`src/rtl/or8_chk_pkg.sv`:
```
// Shared FSM state encoding and counter ceiling for the OR8 result checker.
package or8_chk_pkg;

  typedef enum logic [1:0] {
    IDLE = 2'd0,
    RUN  = 2'd1,
    DONE = 2'd2
  } state_t;

  localparam logic [7:0] CNT_MAX = 8'hFF;

endpackage

```
`src/rtl/or8_sat_counter.sv`:
```
// 8-bit counter that increments up to CNT_MAX and holds there; clr wins over inc.
// Latency: the incremented value appears the cycle after inc. No backpressure.
module or8_sat_counter
  import or8_chk_pkg::*;
(
  input  logic       clk,
  input  logic       rst,
  input  logic       clr,
  input  logic       inc,
  output logic [7:0] q
);

  always_ff @(posedge clk) begin
    if (rst) begin
      q <= 8'h00;
    end else if (clr) begin
      q <= 8'h00;
    end else if (inc && (q != CNT_MAX)) begin
      q <= q + 8'd1;
    end
  end

endmodule

```
`config.mk`:
```
export PLATFORM = sky130hd
export DESIGN_NAME = or8_sat_counter
export DESIGN_NICKNAME = d
export VERILOG_FILES = /design/src/rtl/or8_chk_pkg.sv /design/src/rtl/or8_sat_counter.sv
export SDC_FILE = /design/constraint.sdc
export NUM_CORES = 1
export LEC_CHECK = 0
export ABC_CLOCK_PERIOD_IN_PS = 1990
export CAP_MARGIN = 40
export CELL_PAD_IN_SITES_DETAIL_PLACEMENT = 0
export CELL_PAD_IN_SITES_GLOBAL_PLACEMENT = 2
export CORE_MARGIN = 4
export CORE_UTILIZATION = 28
export DETAILED_ROUTE_END_ITERATION = 12
export PLACE_DENSITY = 0.76
export SETUP_SLACK_MARGIN = 0.1
export SKIP_LAST_GASP = 1
export SLEW_MARGIN = 10
export SYNTH_ARGS = -nofsm -noshare
export SYNTH_HDL_FRONTEND = slang
export SYNTH_SLANG_ARGS = --single-unit
```
`constraint.sdc`:
```
create_clock -name clk -period 1.99 [get_ports clk]
set_input_delay 0.2985 -clock clk [delete_from_list [all_inputs] [get_ports clk]]
set_output_delay 0.2985 -clock clk [all_outputs]
set_load 0.01 [all_outputs]
```
==> flow_summary.yaml <==
outcome:
  run_status: "completed"
critical_path:
  cp-start-kind: "flop"
  critical_path_buf_inv_count: 1
  path_cells: "clkdlybuf4s50_1"
  path_delay_family: "buffers and inverters"
  max_stage_delay_ns: 0.59
  required_ns: 1.69
  slowest_stage: "clkdlybuf4s50_1"
  end_kind: "output port"
  path_class: "reg -> out"
  arrival_ns: 1.27
  crit_fanout: 8
sta:
  fin_crit_ns: 1.57
  report.final.slew_viol_count: 0
  worst_pin_slew_ns: 0.413
  finalHoldViolCount: 0
  slew_headroom: 0.724
  rsz0062_at_grt: "no"
  clock_skew_ns: 0.00643
  fin_crit_sh: 0.790
  max_clock_freq_mhz: 636
  tns_ns: 0
  setup_viol: 0
global_routing:
  grtUsageMet3: 0.0451
  grt_pass1_wl_um: 1630
  grt_pass1_vias: 387
  gr-max-usage-layer: "met2"
  antenna_found_initial: 0
  met1_usage: 0.127
  grtUsageMet2: 0.171
  track_usage: 0.108
  overflow: 0
  grt_max_degree: 9
hold_path:
  hold_path.class: "reg -> reg"
finish:
  drive_gt1_frac: 0.0833
  final_cell_area_um2: 579
  num_antenna_cells: 0
  largest_reg_flops: 8
  synthToLayoutAreaGrowth_pct: 33.0
  largest-register: "q"
  final_cell_mix: "clkdlybuf4s50_1, dfxtp_1, nand2_1"
  top_regs: "q: 8 flops"
  final_common_cell: "clkdlybuf4s50_1"
  final_cell_count_no_fill: 75
  nets: 67
place:
  globalplace.congestion: 0.695
  placed_cell_area_um2: 557
  placed_cells: 72
  numPortBuffers: 11
clocking:
  cts_resized: 0
  root_buffer: "clkbuf_4"
  clockBufferDepth: 2
  cts_hold_buf: 0
  clk_pin_slew_ns: 0.05
  htreeDepth: 1
  cts_sinks: 8
  clkLatencyLatePin_ns: 0.25
  post_cts_buffers: 0
  cts_tree: "done"
  cts_made_buffers: 3
pwr:
  swShare: 0.216
  power.internal_uw: 242
  leakagePower_uw: 0.000209
  clockPowerShare: 0.398
  combinationalPowerShare: 0.074
  pwr-share-seq: 0.528
  switching_power_uw: 66.8
  peakVddDrop_mv: 0.265
  power_density_mw_per_mm2: 534
drt:
  drc: 0
  num_vias: 402
  drt_iter0_drc: 3
  drt_pass1_iterations: 4
  wire_per_inst_um: 12.8
  vias_per_cell: 5.36
  ant_nets: 0
  wl_um: 963
floorplanning:
  core_area_mm2: 0.00138
  ios: 12
  die_x_um: 47.4
  rows: 13
  die-height_um: 47.4
  die_area_mm2: 0.00225
  initial_core_util: 0.315
synth:
  syn_avg_cell_area_um2: 9.26
  yosysSeqAreaShare: 0.368
  syn_area_um2: 435
  netlist.area_leader.share: 0.368
  ys_seq_elements: 8
  syn_inst: 47
  synth.area.top_cells: "dfxtp_1, mux2i_1, a2111oi_4"
  yosys_warnings: 0
  syn-num-nets: 52
  synth_top_cell_by_area: "dfxtp_1"
  synth_cell_type_count: 21
job:
  max-cap-violations: 0
==> cell type report <==
cell class | instances | area [um2]
clock buffers | 3 | 22.5
multi-input cells | 37 | 264
well taps | 15 | 18.8
fillers | 142 | 803
inverters | 1 | 3.75
repair buffers | 11 | 110
flip-flops and latches | 8 | 160
==> cell usage after synthesis (all sizes together) <==
cell	number
dfxtp	8
nand2	6
a21oi	4
mux2i	4
a21boi	3
and3	3
or3	3
and4	2
nand3	2
nand4	2
a2111oi	1
a31oi	1
and3b	1
buf	1
ha	1
inv	1
nor2	1
nor4	1
o21ai	1
or4	1
==> stage by stage <==
stage | worst slack, ns | power (uW) | util | hold slack, ns
6_report | 0.417 | 309 | 0.419 | 0.493
3_3_place_gp | 0.309 | 189 | 0.403 | 0.474
2_1_floorplan | 0.580 | 175 | - | 0.363
5_1_grt | 0.337 | 334 | 0.419 | 0.531
4_1_cts | 0.401 | 316 | 0.419 | 0.499
3_5_place_dp | 0.293 | 190 | 0.403 | 0.491
==> path summary, 6_finish.rpt <==
kind | startpoint | end | slack (ns) | cells after the start
hold reg to reg | q[1] | q[1] | 0.49 | 2
setup / recovery | q[3] | q[3] | 0.42 | 1
hold / removal | q[1] | q[1] | 0.49 | 2
setup reg to reg | q[0] | q[6] | 0.56 | 4
==> routing by layer <==
layer,up-vias,share of wire
met1,184,0.45
li1,206,-
met2,10,0.49
met3,2,0.051
met5,-,0
met4,0,0.0093
==> power groups by stage <==
| stage | sequential, uW | combinational (uW) | clock (uW) |
|---|---|---|---|
| 2_1_floorplan | 167 | 7.60 | 0 |
| 3_3_place_gp | 167 | 22.4 | 0 |
| 3_5_place_dp | 167 | 23.6 | 0 |
| 4_1_cts | 163 | 23.7 | 129 |
| 5_1_grt | 163 | 25.6 | 145 |
| 6_report | 163 | 23.0 | 123 |
==> tightest hold or removal path, stage by stage (launching register included) <==
cell and delay (ns):
dfxtp_1 0.33, nand2_1 0.06, mux2i_1 0.05
==> logic make-up after synthesis <==
logic type / synth area share
fa+ha+maj: 0.0287
flops: 0.368
mux: 0.0920
simple gates: 0.290
compound gates: 0.195
buf+inv: 0.0259
No activity file was read; power rests on OpenSTA's default activity.
